$ cat src/rtl/iob_eth_mii_rx.sv
`default_nettype none
// ============================================================================
// Module   : iob_eth_mii_rx
// Brief    : MII receive deframer. Strips preamble/SFD, packs nibbles into
//            bytes, streams them with a last-byte marker, and reports
//            per-frame length, FCS and alignment status.
// Revision : 1.0 - initial release
// ============================================================================
module iob_eth_mii_rx #(
    parameter int MIN_PRE_NIBBLES = 2
) (
    input  logic        clk_i,
    input  logic        rst_i,
    input  logic        rx_dv_i,
    input  logic [3:0]  rx_data_i,
    output logic [7:0]  data_o,
    output logic        valid_o,
    output logic        last_o,
    output logic        done_o,
    output logic [10:0] len_o,
    output logic        crc_ok_o,
    output logic        err_align_o,
    output logic        err_len_o
);

    localparam logic [1:0]  c_ST_IDLE = 2'd0;
    localparam logic [1:0]  c_ST_PRE  = 2'd1;
    localparam logic [1:0]  c_ST_DATA = 2'd2;
    localparam logic [1:0]  c_ST_DROP = 2'd3;

    // Preamble counter only needs to reach the threshold; it saturates there.
    localparam int          c_CNT_W   = $clog2(MIN_PRE_NIBBLES + 2);
    localparam logic [c_CNT_W-1:0] c_PRE_MIN = c_CNT_W'(MIN_PRE_NIBBLES);

    localparam logic [31:0] c_CRC_INIT    = 32'hFFFF_FFFF;
    localparam logic [31:0] c_CRC_POLY    = 32'hEDB8_8320;
    localparam logic [31:0] c_CRC_RESIDUE = 32'hDEBB_20E3;
    localparam logic [10:0] c_LEN_MAX     = 11'd2047;
    localparam logic [10:0] c_LEN_MIN_OK  = 11'd64;
    localparam logic [10:0] c_LEN_MAX_OK  = 11'd1518;

    logic [1:0]         r_state;
    logic [1:0]         w_state_nxt;
    logic               r_first;       // first cycle after reset release
    logic [c_CNT_W-1:0] r_pre_cnt;
    logic               r_phase;       // 1: low nibble held, expecting high
    logic [3:0]         r_lo;
    logic [7:0]         r_hold;
    logic               r_hold_vld;
    logic [31:0]        r_crc;
    logic [10:0]        r_len;

    logic               w_pre_load;
    logic               w_pre_inc;
    logic               w_start;
    logic               w_lo_take;
    logic               w_byte_done;
    logic               w_eof;
    logic [7:0]         w_byte;

    assign w_byte = {rx_data_i, r_lo};

    // Reflected CRC-32 update of one byte, LSB first.
    function automatic logic [31:0] crc32_byte(input logic [31:0] crc, input logic [7:0] d);
        logic [31:0] c;
        c = crc ^ {24'h0, d};
        for (int i = 0; i < 8; i++) begin
            c = c[0] ? ((c >> 1) ^ c_CRC_POLY) : (c >> 1);
        end
        return c;
    endfunction

    // State register; a frame already in progress at reset release is dropped.
    always_ff @(posedge clk_i) begin
        if (rst_i) begin
            r_state <= c_ST_IDLE;
            r_first <= 1'b1;
        end else begin
            r_state <= w_state_nxt;
            r_first <= 1'b0;
        end
    end

    // Next-state decode and per-cycle datapath strobes.
    always_comb begin
        w_state_nxt = r_state;
        w_pre_load  = 1'b0;
        w_pre_inc   = 1'b0;
        w_start     = 1'b0;
        w_lo_take   = 1'b0;
        w_byte_done = 1'b0;
        w_eof       = 1'b0;
        case (r_state)
            c_ST_IDLE: begin
                if (rx_dv_i) begin
                    if (r_first || (rx_data_i != 4'h5)) begin
                        w_state_nxt = c_ST_DROP;
                    end else begin
                        w_state_nxt = c_ST_PRE;
                        w_pre_load  = 1'b1;
                    end
                end
            end
            c_ST_PRE: begin
                if (!rx_dv_i) begin
                    w_state_nxt = c_ST_IDLE;
                end else if (rx_data_i == 4'h5) begin
                    w_pre_inc = 1'b1;
                end else if ((rx_data_i == 4'hD) && (r_pre_cnt >= c_PRE_MIN)) begin
                    w_state_nxt = c_ST_DATA;
                    w_start     = 1'b1;
                end else begin
                    w_state_nxt = c_ST_DROP;
                end
            end
            c_ST_DATA: begin
                if (!rx_dv_i) begin
                    w_state_nxt = c_ST_IDLE;
                    w_eof       = 1'b1;
                end else if (!r_phase) begin
                    w_lo_take = 1'b1;
                end else begin
                    w_byte_done = 1'b1;
                end
            end
            c_ST_DROP: begin
                if (!rx_dv_i) begin
                    w_state_nxt = c_ST_IDLE;
                end
            end
            default: w_state_nxt = c_ST_IDLE;
        endcase
    end

    // Frame datapath: preamble count, nibble pairing, byte hold, CRC, length.
    always_ff @(posedge clk_i) begin
        if (rst_i) begin
            r_pre_cnt  <= '0;
            r_phase    <= 1'b0;
            r_lo       <= 4'h0;
            r_hold     <= 8'h00;
            r_hold_vld <= 1'b0;
            r_crc      <= c_CRC_INIT;
            r_len      <= 11'd0;
        end else begin
            if (w_pre_load) begin
                r_pre_cnt <= c_CNT_W'(1);
            end else if (w_pre_inc && (r_pre_cnt != c_PRE_MIN)) begin
                r_pre_cnt <= r_pre_cnt + c_CNT_W'(1);
            end
            if (w_start) begin
                r_phase    <= 1'b0;
                r_hold_vld <= 1'b0;
                r_crc      <= c_CRC_INIT;
                r_len      <= 11'd0;
            end
            if (w_lo_take) begin
                r_lo    <= rx_data_i;
                r_phase <= 1'b1;
            end
            if (w_byte_done) begin
                r_phase    <= 1'b0;
                r_hold     <= w_byte;
                r_hold_vld <= 1'b1;
                r_crc      <= crc32_byte(r_crc, w_byte);
                if (r_len != c_LEN_MAX) begin
                    r_len <= r_len + 11'd1;
                end
            end
            if (w_eof) begin
                r_phase    <= 1'b0;
                r_hold_vld <= 1'b0;
            end
        end
    end

    // Output stage: emit the held byte one byte late, flag the last one at end of frame.
    always_ff @(posedge clk_i) begin
        if (rst_i) begin
            data_o      <= 8'h00;
            valid_o     <= 1'b0;
            last_o      <= 1'b0;
            done_o      <= 1'b0;
            len_o       <= 11'd0;
            crc_ok_o    <= 1'b0;
            err_align_o <= 1'b0;
            err_len_o   <= 1'b0;
        end else begin
            valid_o <= 1'b0;
            last_o  <= 1'b0;
            done_o  <= 1'b0;
            if (w_byte_done && r_hold_vld) begin
                data_o  <= r_hold;
                valid_o <= 1'b1;
            end
            if (w_eof) begin
                if (r_hold_vld) begin
                    data_o  <= r_hold;
                    valid_o <= 1'b1;
                    last_o  <= 1'b1;
                end
                done_o      <= 1'b1;
                len_o       <= r_len;
                crc_ok_o    <= r_hold_vld && (r_crc == c_CRC_RESIDUE);
                err_align_o <= r_phase;
                err_len_o   <= (r_len < c_LEN_MIN_OK) || (r_len > c_LEN_MAX_OK);
            end
        end
    end

endmodule
`default_nettype wire

$ cat config.mk
export PLATFORM = sky130hd
export DESIGN_NAME = iob_eth_mii_rx
export DESIGN_NICKNAME = d
export VERILOG_FILES = /design/src/rtl/iob_eth_mii_rx.sv
export SDC_FILE = /design/constraint.sdc
export NUM_CORES = 1
export LEC_CHECK = 0
export ABC_AREA = 1
export ABC_CLOCK_PERIOD_IN_PS = 3060
export BUFFER_PORTS_ARGS = -buffer_cell sky130_fd_sc_hd__buf_2
export CAP_MARGIN = 20
export CORE_MARGIN = 3
export CORE_UTILIZATION = 50
export CTS_CLUSTER_SIZE = 24
export DETAILED_ROUTE_END_ITERATION = 8
export HOLD_SLACK_MARGIN = 0.03
export MAX_ROUTING_LAYER = met4
export PLACE_DENSITY = 0.67
export SLEW_MARGIN = 20
export SYNTH_ARGS = -nofsm -noshare
export SYNTH_HDL_FRONTEND = slang
export SYNTH_SLANG_ARGS = --single-unit
$ cat constraint.sdc
create_clock -name clk_i -period 3.06 [get_ports clk_i]
set_clock_uncertainty 0.2 [all_clocks]
set_input_delay 0.153 -clock clk_i [delete_from_list [all_inputs] [get_ports clk_i]]
set_output_delay 0.153 -clock clk_i [all_outputs]
set_load 0.01 [all_outputs]
; Yosys cells after proc, flatten, opt, wreduce, memory -nomap -nowiden
; Index checks and enable logic that the tools add are counted.
[op_classes]
add_sub_neg = 2
n_lt_le_gt_ge = 3
eq_ne = 12
muxes = 52
bitwise_logic = 10
n_reduce_logical = 16
[op_table]
columns = op, count
row1 = $mux 32, 10
row2 = $not 13->14, 8
row3 = $mux 11, 3
row4 = $eq 32x32->1 const B, 1
row5 = $xor 32x8->32, 1
row6 = $mux 1, 30
row7 = $mux 8, 3
row8 = $add 11x1->11 const B, 1
row9 = $gt 11x11->1 const B, 1
row10 = $lt 11x7->1 const B, 1
row11 = $ne 11x11->1 const B, 1
row12 = $mux 2, 5
row13 = $reduce_or 2->1, 4
row14 = $ne 2x2->1 const B, 3
row15 = $pmux 2 s3, 1
row16 = $reduce_bool 2->1, 3
row17 = $eq 2x2->1 const B, 2
row18 = $eq 4x3->1 const B, 1
row19 = $eq 4x4->1 const B, 1
row20 = $logic_and 1x1->1, 4
row21 = $ne 4x3->1 const B, 1
row22 = $ne 3x3->1 const B, 1
row23 = $reduce_and 3->1, 1
row24 = $reduce_or 3->1, 1
row25 = other kinds (6), 7
[word_totals]
regBits = 87
word_cells = 113

; Depth between registers and ports, before layout
; Gate-level depths: netlist of run 1.
[depth]
ltp_word = 18
depth_mapped = 13
mapped_depth_nobuf = 13

; Worst setup path before layout of run 1
; Ideal clock, no wire load.
[synth_timing]
path_type = flip-flop to flip-flop
start = register r_len[0]
end = register r_len[0]
setup_time_ns = 0.128
arrival_ns = 1.432
t_required_ns = 2.732
slack_ns = 1.300
path_stages_with_launch = 12
n_path_buf = 1
path_cell_list = dfxtp_1 ha_1 nand3_1 nor2_2 nand3_2 nor3_2 nand2_1 nand2_2 buf_6 nand2_1 o21ai_0 nor2_1
[synth_via]
elab_chain_len = 3
elab_cells_between_ends = 5
cone_classes = add/sub (1) / eq/ne (1) / mux (3)
[synth_lines]
columns = element, line
row1 = "start, declared", 51  ; logic [10:0] r_len;
row2 = "start signal, assigned", 167  ; r_len <= r_len + 11'd1;
row3 = "$add 11x1->11, or another cell as far along", 167
row4 = $mux 11, 166  ; if (r_len != c_LEN_MAX) begin
row5 = $mux 11 (*), 161  ; if (w_byte_done) begin
; Every way passes the cells marked *; elsewhere a longest branch is shown, timed or not.
; A chain may end at the register's enable or synchronous reset.

; Final worst setup path of run 1
[layout_timing]
start = input rx_data_i[1]
end = register r_crc[27]
[layout_via]
elab_chain_len = 11
elab_cells_between_ends = 19
cone_classes = eq/ne (2) / mux (13) / bitwise (2) / reduce/logical (2)
[layout_lines]
columns = element, line
row1 = "start, declared", 15  ; input logic [3:0] rx_data_i,
row2 = $xor 32x8->32, 66  ; c = crc ^ {24'h0, d};
row3 = $mux 32 (7 in series), 68  ; c = c[0] ? ((c >> 1) ^ c_CRC_POLY) : (c >> 1);
row4 = $not 13->14 (no source line), n/a
row5 = $mux 32, 68
row6 = $mux 32, 161
row7 = "end signal, assigned", 143  ; r_crc <= c_CRC_INIT;
row8 = "end signal, assigned", 154  ; r_crc <= c_CRC_INIT;
row9 = "end signal, assigned", 165  ; r_crc <= crc32_byte(r_crc, w_byte);
row10 = "end, declared", 50  ; logic [31:0] r_crc;
; Several ways; a longest one is shown, not always the timed one.

==> run summary, run 1 <==
The tools report the worst max-slew margin expressed relative to the limit as 0.522. The logs give 0.573 for the final design utilization and 0.379 for the share of synthesized area occupied by flip-flops and latches. In the final layout, flip-flops and latches occupy 1740 µm². By area the synthesized netlist is led by sky130_fd_sc_hd__dfxtp_1 (38%), sky130_fd_sc_hd__nand2_1 (14%), sky130_fd_sc_hd__o21ai_0 (7.5%).

The die is 102 µm tall. The cell type with the largest total area after synthesis is sky130_fd_sc_hd__dfxtp_1. Max-cap violations in this run came to 0. The logs give 411 MHz for the fmax and 0 ns for the final total negative setup slack. Among all cell types in the netlist, the one instantiated most often is sky130_fd_sc_hd__nand2_1. The count of unresolved DRC violations after routing came out at 0. The logs give 0.458 for the sequential cell fraction of total power and 709 for the net count of the finished layout.

STA classifies the critical path startpoint as an input pin. The class of the tightest hold or removal check is reg -> reg. The tools report the launch instance of the worst register-to-register path as r_pre_cnt[0].

The clock passes through at most 2 buffers. The total wirelength of the detailed-routed design is 11700 µm. The number of DRC markers in iteration 0 is 235. The die covers 10400 µm². On the final layout, the worst hold slack is 0.269 ns. Summing all non-filler instances in the final layout gives an area of 5040 µm². After legalization and detailed placement, the total HPWL measured 8130 µm. The switching share of total power is 0.335, and the summed instance area of the synthesized netlist is 4590 µm².

The count of flip-flops with a built-in enable after synthesis came out at 0. The run finished with clean final reports. The post-detailed-placement cell area is 4790 µm², and the hold-critical path depth is 2. The worst setup path is of the in -> reg kind. Count of pins over their slew limit: 0.

In the routed layout, each cell is associated on average with a via count of 5.39. 32 I/O pins were placed. The level count of the clock H-tree is 3. The tools report the sort of element at the end of the critical path as a register. For the worst setup path, the data arrival time is 2.52 ns. The share of layout cells above drive strength 1 came out at 0.104. Detailed routing inserted a total of 4374 vias. Number of buffers added by the clock tree synthesis step: 9. For the clock net sink count, the log shows 87.

In the synthesized netlist, the cells that appear most often are sky130_fd_sc_hd__nand2_1 (170), sky130_fd_sc_hd__dfxtp_1 (87), sky130_fd_sc_hd__inv_1 (74), sky130_fd_sc_hd__o21ai_0 (69), sky130_fd_sc_hd__nand3_1 (61). For the effective utilization at floorplan, the log shows 0.521. The worst-case register-to-register setup slack was 0.67 ns. Share of power burned in the clock network: 0.306.

Averaged over all synthesized cells, the footprint is 6.83 µm². The peak per-stage delay on the critical path works out to 0.54 ns. The run gives 0 as the number of antenna-violating nets in the routed design. The number of optimization iterations in the first detailed-route pass came out at 4. The reported net switching power came out at 0.000875 W. For the footprint of the multi-input gates, the log shows 2450 µm². The share of Yosys cell area claimed by the top area cell type works out to 0.379.

The period utilization came out at 0.795. The area growth from synthesis to final layout is 9.87%, and the peak supply drop is 316 µV. The number of input and output port buffers inserted was 31. The global-route wire length before repair came out at 19800 µm. For the fraction of power consumed by combinational cells, the log shows 0.236. The number of cells on the worst reg-to-reg path is 10. Measured along the x axis, the die boundary spans 102 µm.

The overall power consumption is 0.00261 W. The run gives 0.00174 W as the internal power. The async set-or-reset flop fraction in the synthesized netlist is 0, and the insertion delay of the later-clocked pin in the worst-skew pair is 0.36 ns. The tools report the destination of the worst hold path as crc_ok_o.

In this run the core area contains 34 standard-cell rows. TritonCTS built the clock tree. The predominant post-synthesis flop cell was sky130_fd_sc_hd__dfxtp_1.

The number of antenna violations at the first check in global routing is 0. Counting the fill cells in the layout gives 859. For the global-route usage over all layers, the log shows 0.245.

The run gives 46 as the largest net degree at the start of global routing. Setup repair after global routing left no endpoint under its margin. The number of nets in the synthesized netlist is 681. The required arrival time at the worst endpoint came out at 3.15 ns. The signal on the critical path passes through dlygate4sd3_1, buf_2, or2_4, nor3_2, nand2_2, nand2_4, inv_2, a21oi_1, o21ai_0, nand3_1. Dividing total power by cell area gives a power density of 518 nW/µm².

Actual transition at the worst max-transition pin: 0.711 ns. The reported leakage power was 2.39 nW. The number of endpoints with negative hold slack in the final report was 0; the highest fanout seen on the critical path was 45. After technology mapping, the gate count stands at 672.

After clock tree synthesis, the clock-pin slew on the worst setup and hold paths is 0.08 ns. The count of synthesis-stage warnings from yosys is 0, and the aggregate global routing overflow is 0. The via count of the first global-routing pass is 4190. The clock period could shrink to 2.43 ns. The synthesized flop and latch total is 87. The tools report the endpoint of the most critical register-to-register path as r_crc[27]. The repair_antennas step left the layout with diodes totalling 0. The critical-path cell with the highest stage delay was sky130_fd_sc_hd__dlygate4sd3_1.

Yosys mapped the design onto 38 distinct sky130hd cell types. The routed wirelength normalized by instance count was 14.4 µm; the final setup violation count was 0. The startpoint identified for the worst hold timing path is crc_ok_o. The tools report the final RePlAce weighted congestion as 0.869. The region available for standard cell placement spans 8810 µm². The tools report the cell at the root of the clock tree as sky130_fd_sc_hd__clkbuf_8.
==> flip-flops by register name, indices dropped and copies added (netlist names), named ones only <==
register	count
crc_ok_o	1
done_o	1
err_align_o	1
err_len_o	1
last_o	1
len_o	11
r_crc	32
r_first	1
r_hold	8
r_hold_vld	1
r_len	11
r_lo	4
r_phase	1
r_pre_cnt	2
r_state	2
valid_o	1
==> cells by family after synthesis <==
group           share of synthesized area
fa+ha+maj                         0.00545
flops                               0.379
xor+xnor                           0.0853
buf+inv                            0.0883
compound gates                      0.138
simple gates                        0.304
==> cells in the final DEF (no fill, tap or decap), types with 2 or more instances in the layout <==
cell | Yosys | layout
sky130_fd_sc_hd__clkinv_1 | 2 | 2
sky130_fd_sc_hd__dfxtp_1 | 87 | 87
sky130_fd_sc_hd__inv_2 | 3 | 3
sky130_fd_sc_hd__nor4_1 | 4 | 4
sky130_fd_sc_hd__xor2_1 | 33 | 33
sky130_fd_sc_hd__nand3_1 | 61 | 61
sky130_fd_sc_hd__ha_1 | 2 | 2
sky130_fd_sc_hd__buf_4 | 0 | 2
sky130_fd_sc_hd__nor2_2 | 2 | 2
sky130_fd_sc_hd__xnor2_1 | 8 | 8
sky130_fd_sc_hd__o21ai_0 | 69 | 69
sky130_fd_sc_hd__nand2_1 | 170 | 170
sky130_fd_sc_hd__o211ai_1 | 9 | 9
sky130_fd_sc_hd__clkinvlp_4 | 0 | 2
sky130_fd_sc_hd__inv_1 | 74 | 74
sky130_fd_sc_hd__dlygate4sd3_1 | 0 | 6
sky130_fd_sc_hd__nor3_2 | 3 | 4
sky130_fd_sc_hd__o22ai_1 | 5 | 5
sky130_fd_sc_hd__o21ai_1 | 4 | 4
sky130_fd_sc_hd__buf_2 | 9 | 31
sky130_fd_sc_hd__nor2_1 | 50 | 50
sky130_fd_sc_hd__nor3_1 | 4 | 3
sky130_fd_sc_hd__a21oi_1 | 28 | 28
sky130_fd_sc_hd__nand2_2 | 11 | 11
sky130_fd_sc_hd__inv_6 | 0 | 2
sky130_fd_sc_hd__clkbuf_8 | 0 | 9
sky130_fd_sc_hd__nand4_1 | 8 | 8
==> area by class of cell <==
cell class              count  area share
well taps                 108      0.0268
clock buffers               9      0.0246
repair buffers             39      0.0456
flip-flops and latches     87       0.345
clock inverters             6      0.0134
multi-input cells         484       0.485
inverters                  79      0.0588
==> power groups by stage <==
stage	combinational (W)	sequential, W	clock (W)
global placement	0.000588	0.00122	0
detailed placement	0.000599	0.00122	0
floorplan	0.000465	0.00122	0
CTS	0.000611	0.00120	0.000822
finish	0.000617	0.00120	0.000800
global route	0.000694	0.00120	0.000859
==> metal layers <==
metal / vias to the layer above / routed length [µm] / global-route usage
met1: 1998 / 5500 / 0.325
met2: 123 / 5230 / 0.373
met5: - / 0 / -
met3: 32 / 579 / 0.0423
met4: 0 / 352 / 0.0999
li1: 2221 / - / -
==> per-stage QoR <==
stage               worst slack (ns)  cells
finish                         0.626    812
global route                   0.456    812
CTS                            0.653    812
detailed placement             0.721    791
global placement               0.784    791
floorplan                       1.30    672
==> worst max path at each step <==
stage / from / end / slack, ns / cells after the start
after floorplan: r_len[0] / r_len[0] / 1.30 / 11
after global placement: r_pre_cnt[0] / r_crc[27] / 0.78 / 10
after detailed placement: r_pre_cnt[0] / r_crc[27] / 0.72 / 10
after CTS: rx_data_i[1] / r_crc[27] / 0.65 / 10
after global routing: rx_data_i[0] / r_crc[27] / 0.46 / 11
final: rx_data_i[1] / r_crc[27] / 0.63 / 10
==> worst max-delay path, delay by kind of cell <==
kind | cells | cell delay [ns]
buffers and inverters | 3 | 0.93
and+or+nand+nor | 5 | 1.17
AOI/OAI and AO/OA | 2 | 0.25
==> timing repair <==
action                                 in CTS  in global routing
endpoints found under the hold margin      18                  0
hold buffers                                6                  0
gates resized for setup                     0                  0
setup buffers                               0                  0
No activity file was read; power rests on OpenSTA's default activity.
==> run 2, diff against run 1 <==
--- a/config.mk
+++ b/config.mk
@@ -6,7 +6,7 @@
 export NUM_CORES = 1
 export LEC_CHECK = 0
 export ABC_AREA = 1
-export ABC_CLOCK_PERIOD_IN_PS = 3060
+export ABC_CLOCK_PERIOD_IN_PS = 2020
 export BUFFER_PORTS_ARGS = -buffer_cell sky130_fd_sc_hd__buf_2
 export CAP_MARGIN = 20
 export CORE_MARGIN = 3
@@ -15,7 +15,7 @@
 export DETAILED_ROUTE_END_ITERATION = 8
 export HOLD_SLACK_MARGIN = 0.03
 export MAX_ROUTING_LAYER = met4
-export PLACE_DENSITY = 0.67
+export PLACE_DENSITY = 0.7
 export SLEW_MARGIN = 20
 export SYNTH_ARGS = -nofsm -noshare
 export SYNTH_HDL_FRONTEND = slang
==> constraint.sdc (replaced) <==
create_clock -name clk_i -period 2.02 [get_ports clk_i]
set_clock_uncertainty 0.2 [all_clocks]
set_input_delay 0.101 -clock clk_i [delete_from_list [all_inputs] [get_ports clk_i]]
set_output_delay 0.101 -clock clk_i [all_outputs]
set_load 0.01 [all_outputs]
==> run 2 against run 1 <==
Sequential power increased by 52%. Critical path depth unchanged. First-iteration DRC count increased by 11%. Count of clock-buffer cells in the layout unchanged. Clock power increased by 44%. Core utilization increased by 2.9 points. Non-clock buffer count increased by 20. Setup slack got worse by 0.53 ns. Sequential share of layout area decreased by 1.6 points. Combinational power increased by 64%. Via count increased by 1.1%.
==> run summary, run 2 (synthesis results as in run 1) <==
The run finished with clean final reports. The height of the chip came out at 102 µm. At the end of routability-driven placement, the weighted congestion stood at 0.914. Using the TritonRoute via totals, the vias-per-cell ratio works out to 5.32. The share of layout cells above drive strength 1 works out to 0.151. The floorplan has 34 rows. Before antenna repair, the detailed router went through 5 iterations. Number of buffers added by the clock tree synthesis step: 9. Along the worst path, the maximum fanout reaches 7. In the final routed layout, each cell accounts on average for 14.1 µm.

The met2 routing resource usage after global routing is 0.399, and the number of top-level pins is 32. The required arrival time at the worst endpoint came out at 2.05 ns. The period utilization is 0.951, and the total wirelength of the detailed-routed design is 11700 µm. The logs give 0 for the number of antenna violations at the first check in global routing and 0.681 for the worst max-slew margin expressed relative to the limit. Across the VDD grid, the largest voltage drop is 416 µV. The largest register by flop count is r_crc. Leaving out fill and tap cells, the most frequent cell in the layout is sky130_fd_sc_hd__nand2_1. The run gives 0 as the total of max-cap violations. The logs give 87 for the clock net sink count and 0.0994 ns for the post-route worst setup slack. After legalization and detailed placement, the total HPWL measured 8400 µm.

The global-route usage over all layers is 0.242. After routing the design area is 5300 µm². Number of flip-flops in the largest register: 32. The clock period minus worst slack was 1.92 ns. Critical path startpoint category: an input pin.

The H-tree was split into 3 levels. The power density over the cells came out at 750 nW/µm². The largest net degree at the start of global routing is 39. Cell at the root of the clock tree: sky130_fd_sc_hd__clkbuf_8.

Net count of the finished layout: 729. The logs give 0 for the aggregate global routing overflow and 0.00398 W for the overall power consumption. For the pin with the worst max-slew slack, the measured transition is 0.478 ns. The tools report the sort of element at the end of the critical path as a register.

The class of the tightest hold or removal check is reg -> reg. After clock tree synthesis, the clock-pin slew on the worst setup and hold paths is 0.09 ns. Most congested layer reported by global routing: met2. In the final timing run, aggregate negative setup slack is 0 ns. Before CTS, the worst setup slack after placement is 0.0688 ns. The critical path class was in -> reg. The number of endpoints with negative hold slack in the final report was 0; the met3 track demand over resource was 0.0396. TritonCTS built the clock tree. In this run the remaining antenna-violating nets after routing total 0.

The run gives 0.521 as the effective utilization at floorplan. Data arrives at the worst endpoint at 1.95 ns. The run gives 19600 µm as the global-route wire length before repair. The count of unresolved DRC violations after routing is 0. The fmax is 521 MHz.

No sink is reached through more buffers than the 2 on the longest clock path. Placeable core area: 8810 µm². The tools report the via count of the first global-routing pass as 4168. Once placement finished, the instance area stood at 4950 µm².

Measured along the x axis, the die boundary spans 102 µm. Summed over all cells, the static leakage comes to 2.50 nW. The logs give 260 for the number of DRC markers in iteration 0 and 4424 for the total number of vias. The number of input and output port buffers inserted is 31. The later pin in the worst-skew pair is clocked with a latency of 0.36 ns. In the final layout, the registers with the most flip-flops are r_crc: 32 flops, len_o: 11 flops, r_len: 11 flops. Leaving out fill and tap cells, the most frequent cells in the layout are sky130_fd_sc_hd__nand2_1 (165), sky130_fd_sc_hd__dfxtp_1 (85), sky130_fd_sc_hd__inv_1 (72), sky130_fd_sc_hd__o21ai_0 (67), sky130_fd_sc_hd__nand3_1 (60).

On the final layout, the worst hold slack is 0.281 ns. The final setup violation count is 0. The global routing usage on met1 was 0.306; the count of pins over their slew limit was 0.

From synthesis to final layout, the design area changed by 15.4%. The number of antenna diodes in the final layout is 0. The full die area came out at 10400 µm².
[run 2: changes by cell type in the layout (fill, tap and decap cells not counted), moves of 4 or more]
cell	previous run	this run
sky130_fd_sc_hd__xor2_1	33	29
sky130_fd_sc_hd__nand2_1	170	165
sky130_fd_sc_hd__nand2_2	11	15
sky130_fd_sc_hd__buf_4	2	20
sky130_fd_sc_hd__xor2_2	1	5
[run 2: power by group]
| part | switching, W | internal, W |
|---|---|---|
| clock network | 0.000683 | 0.000462 |
| registers | 0.0000459 | 0.00177 |
| logic | 0.000661 | 0.000353 |
[run 2: per-stage QoR]
| step | std cells | utilization |
|---|---|---|
| 2_1_floorplan | 672 | - |
| 3_3_place_gp | 809 | 0.562 |
| 3_5_place_dp | 809 | 0.562 |
| 4_1_cts | 830 | 0.589 |
| 5_1_grt | 832 | 0.602 |
| 6_report | 832 | 0.602 |
[run 2: metal layers]
metal | part of all wire | vias up
li1 | - | 2269
met1 | 0.47 | 2042
met2 | 0.48 | 95
met3 | 0.042 | 18
met4 | 0.014 | 0
met5 | 0 | -
[run 2: repair_timing]
item                       4_1_cts  5_1_grt
hold buffers                     6        0
hold endpoints to repair        22        0
gates resized for setup          0       27
setup endpoints to repair        0       22
setup buffers                    0        2
[run 2: layout make-up]
| class | count | area [µm²] |
|---|---|---|
| Sequential cell | 87 | 1740 |
| Clock inverter | 6 | 52.6 |
| Inverter | 79 | 303 |
| Multi-Input combinational cell | 484 | 2520 |
| Clock buffer | 9 | 124 |
| Fill cell | 840 | 3510 |
| Tap cell | 108 | 135 |
| Timing Repair Buffer | 59 | 415 |
[run 2: final timing paths]
check / start / endpoint / slack [ns] / cells after the start
worst max-delay path: rx_data_i[0] / r_crc[27] / 0.1 / 10
worst min-delay path: len_o[10] / len_o[10] / 0.28 / 2
worst min register to register: len_o[10] / len_o[10] / 0.28 / 2
worst max register to register: r_crc[4] / r_crc[27] / 0.13 / 8
[run 2: critical path: stages]
cell and delay, ns:
sky130_fd_sc_hd__dlygate4sd3_1 0.53, sky130_fd_sc_hd__buf_2 0.17, sky130_fd_sc_hd__xnor2_1 0.15, sky130_fd_sc_hd__buf_4 0.18, sky130_fd_sc_hd__nand2_1 0.07, sky130_fd_sc_hd__nand2_2 0.15, sky130_fd_sc_hd__xor2_1 0.28, sky130_fd_sc_hd__a21oi_1 0.11
sky130_fd_sc_hd__o21ai_0 0.11, sky130_fd_sc_hd__nand3_1 0.09
==> run 3, diff against run 2 <==
--- a/config.mk
+++ b/config.mk
@@ -15,7 +15,7 @@
 export DETAILED_ROUTE_END_ITERATION = 8
 export HOLD_SLACK_MARGIN = 0.03
 export MAX_ROUTING_LAYER = met4
-export PLACE_DENSITY = 0.7
+export PLACE_DENSITY_LB_ADDON = 0.25
 export SLEW_MARGIN = 20
 export SYNTH_ARGS = -nofsm -noshare
 export SYNTH_HDL_FRONTEND = slang
==> run 3 against run 2 <==
Critical path depth did not move. Maximum frequency fell by 0.36%. Sequential cell count did not move. Core utilization rose by 0.81 points. Largest power group unchanged. Non-clock buffer count rose by 1. Final cell count rose by 0.24%.
==> run summary, run 3 (synthesis results as in run 1) <==
The flow ran to the end, and the final reports show no timing, DRC or antenna violations. Largest net degree at the start of global routing: 48. The maximum count of clock buffers along a single path was 2; the vias per cell was 5.40.

For this run the aggregate overflow at the end of global routing stands at 0. The wire-length estimate of the detail-placed layout is 8350 µm. The floorplan row count came out at 34. The effective utilization at floorplan was 0.521; the global-route wire length before repair was 19300 µm.

The signal on the critical path passes through ha_4, nand3_4, nor2_4, nand3_2, nor3_2, nand2_1, nand2_2, buf_6, nand3_1, a21oi_1. At the worst endpoint, the required time is 2.12 ns. Clock period minus worst slack: 1.93 ns. Counting flops per register, the top entry is r_crc. TritonCTS built the clock tree. The congestion estimate from routability-driven global placement came to 0.910.

The largest registers in the layout are r_crc: 32 flops, len_o: 11 flops, r_len: 11 flops. For hold timing, the worst endpoint is len_o[10]. Based on the critical path, the design can be clocked at up to 519 MHz.

0 antenna diodes ended up in the layout. Summing all placed instances gives a cell area of 4980 µm². For the worst flop-to-flop path, the logic depth is 10. For this run, design rule violations remaining after detail routing come to 0. The count of nets left with antenna violations once routing finished came out at 0. The worst-case register-to-register setup slack was 0.09 ns; the period utilization was 0.954. The global-route usage over all layers is 0.239. The tools report the total wirelength of the detailed-routed design as 11900 µm. The worst hold path belongs to the class reg -> reg. The number of input and output port buffers inserted was 31. Setup violations remaining at the end of the flow were counted as 0. The critical path is of the reg -> reg type.

The tools report the total placed cells including tap cells as 811. The share of layout cells above drive strength 1 came out at 0.150. STA classifies the critical path endpoint as a register. In this run the standard cell core region covers 8810 µm².

The die covers 10400 µm². For the number of DRC markers in iteration 0, the log shows 243. For the number of antenna violations at the first check in global routing, the log shows 0. On the worst path, the slowest cell contributes a delay of 0.39 ns. The clock tree synthesis step divided the H-tree into 3 levels. The startpoint identified for the worst register-to-register timing path is r_len[0].

At the worst endpoint, the arrival time is 2.03 ns. The x dimension of the die was 102 µm; the insertion delay of the later-clocked pin in the worst-skew pair was 0.37 ns. The pre-antenna-repair detailed-routing pass consisted of 7 iterations. The highest fanout seen on the critical path came out at 6. The analysis attributes to cell leakage a power of 2.54 nW. The height of the chip was 102 µm. The library cell used most frequently in the layout, excluding fill and tap cells, is sky130_fd_sc_hd__nand2_1. Actual transition at the worst max-transition pin: 0.442 ns. The final total negative setup slack came out at 0 ns. For this design, the sink count on the clock tree is 87. The finished cells cover 5370 µm². Critical-path cell with the highest stage delay: sky130_fd_sc_hd__dfxtp_4. For the total of max-cap violations, the log shows 0. The tree is rooted in a sky130_fd_sc_hd__clkbuf_8. For the post-route worst setup slack, the log shows 0.0926 ns.

The number of endpoints with negative hold slack in the final report is 0, and the number of flip-flops in the largest register is 32. The total number of vias is 4505, and the power density over the cells is 774 nW/µm². The hold-critical path depth is 2, and the net count of the finished layout is 730. The number of top-level pins is 32. TritonCTS created 9 clock buffers. The count of pins over their slew limit is 0.

Critical path startpoint category: a register. IR analysis of the VDD net gives a maximum drop of 432 µV. Dividing the detail-routed wire length by the instance count gives 14.3 µm.

The startpoint identified for the worst hold timing path is len_o[10]. The register clock-pin slew on the reported worst setup and hold paths is 0.10 ns, and the via count of the first global-routing pass is 4116. Leaving out fill and tap cells, the most frequent cells in the layout are sky130_fd_sc_hd__nand2_1 (165), sky130_fd_sc_hd__dfxtp_1 (83), sky130_fd_sc_hd__inv_1 (73), sky130_fd_sc_hd__o21ai_0 (68), sky130_fd_sc_hd__nand3_1 (60).

Relative to the synthesized area, the layout overhead comes to 17.0%. Worst max-slew margin expressed relative to the limit: 0.703. The non-filler instance count after layout was 834. The endpoint of the most critical register-to-register path was r_len[7]. Before CTS, the worst setup slack after placement is 0.0718 ns.
run 3: changes by cell type in the layout (fill, tap and decap cells not counted), sizes merged:
cell / previous run / this run
clkbuf: 9 / 10
bufinv: 0 / 1
clkinvlp: 3 / 0
inv: 80 / 81
clkinv: 2 / 4
run 3: worst max path at each step:
stage | from | to | cells after the start
2_1_floorplan | r_len[0] | r_len[0] | 11
3_3_place_gp | r_len[0] | r_len[7] | 10
3_5_place_dp | r_len[1] | r_len[2] | 10
4_1_cts | r_len[0] | r_len[7] | 10
5_1_grt | r_len[0] | r_len[4] | 11
6_report | r_len[0] | r_len[7] | 10
run 3: repair_timing:
action                     in CTS  in global routing
setup endpoints to repair       0                 29
setup buffers                   0                  0
gates resized for setup         0                 26
hold endpoints to repair       22                  0
hold buffers                    6                  0
run 3: critical path, delay by kind of cell, from the launching register on:
| family | cells | cell delay (ns) |
|---|---|---|
| AOI/OAI and AO/OA | 1 | 0.14 |
| adders and majority gates | 1 | 0.16 |
| buffers and inverters | 1 | 0.13 |
| DFF | 1 | 0.39 |
| and+or+nand+nor | 7 | 0.84 |
run 3: through the flow:
step / total power [W] / hold WS (ns) / util
after CTS: 0.00415 / 0.278 / 0.597
after detailed placement: 0.00280 / 0.195 / 0.566
final: 0.00416 / 0.285 / 0.610
after global placement: 0.00278 / 0.193 / 0.566
after floorplan: 0.00255 / -0.0713 / -
after global routing: 0.00437 / 0.297 / 0.610
run 3: area by class of cell:
type | count | area [µm²]
Clock inverter | 7 | 95.1
Tap cell | 108 | 135
Clock buffer | 9 | 124
Timing Repair Buffer | 60 | 454
Inverter | 79 | 299
Sequential cell | 87 | 1750
Fill cell | 815 | 3440
Multi-Input combinational cell | 484 | 2510
run 3: report_power, final:
group / switching (W) / internal [W] / total (W)
clock network: 0.000726 / 0.000610 / 0.00134
logic: 0.000651 / 0.000358 / 0.00101
registers: 0.0000435 / 0.00177 / 0.00181
total: 0.00142 / 0.00274 / 0.00416
run 3: per-layer routing:
metal | GRT usage | vias up | wire length, µm
met4 | 0.103 | 0 | 217
li1 | - | 2265 | -
met3 | 0.0457 | 20 | 756
met1 | 0.297 | 2065 | 5260
met5 | - | - | 0
met2 | 0.380 | 155 | 5720
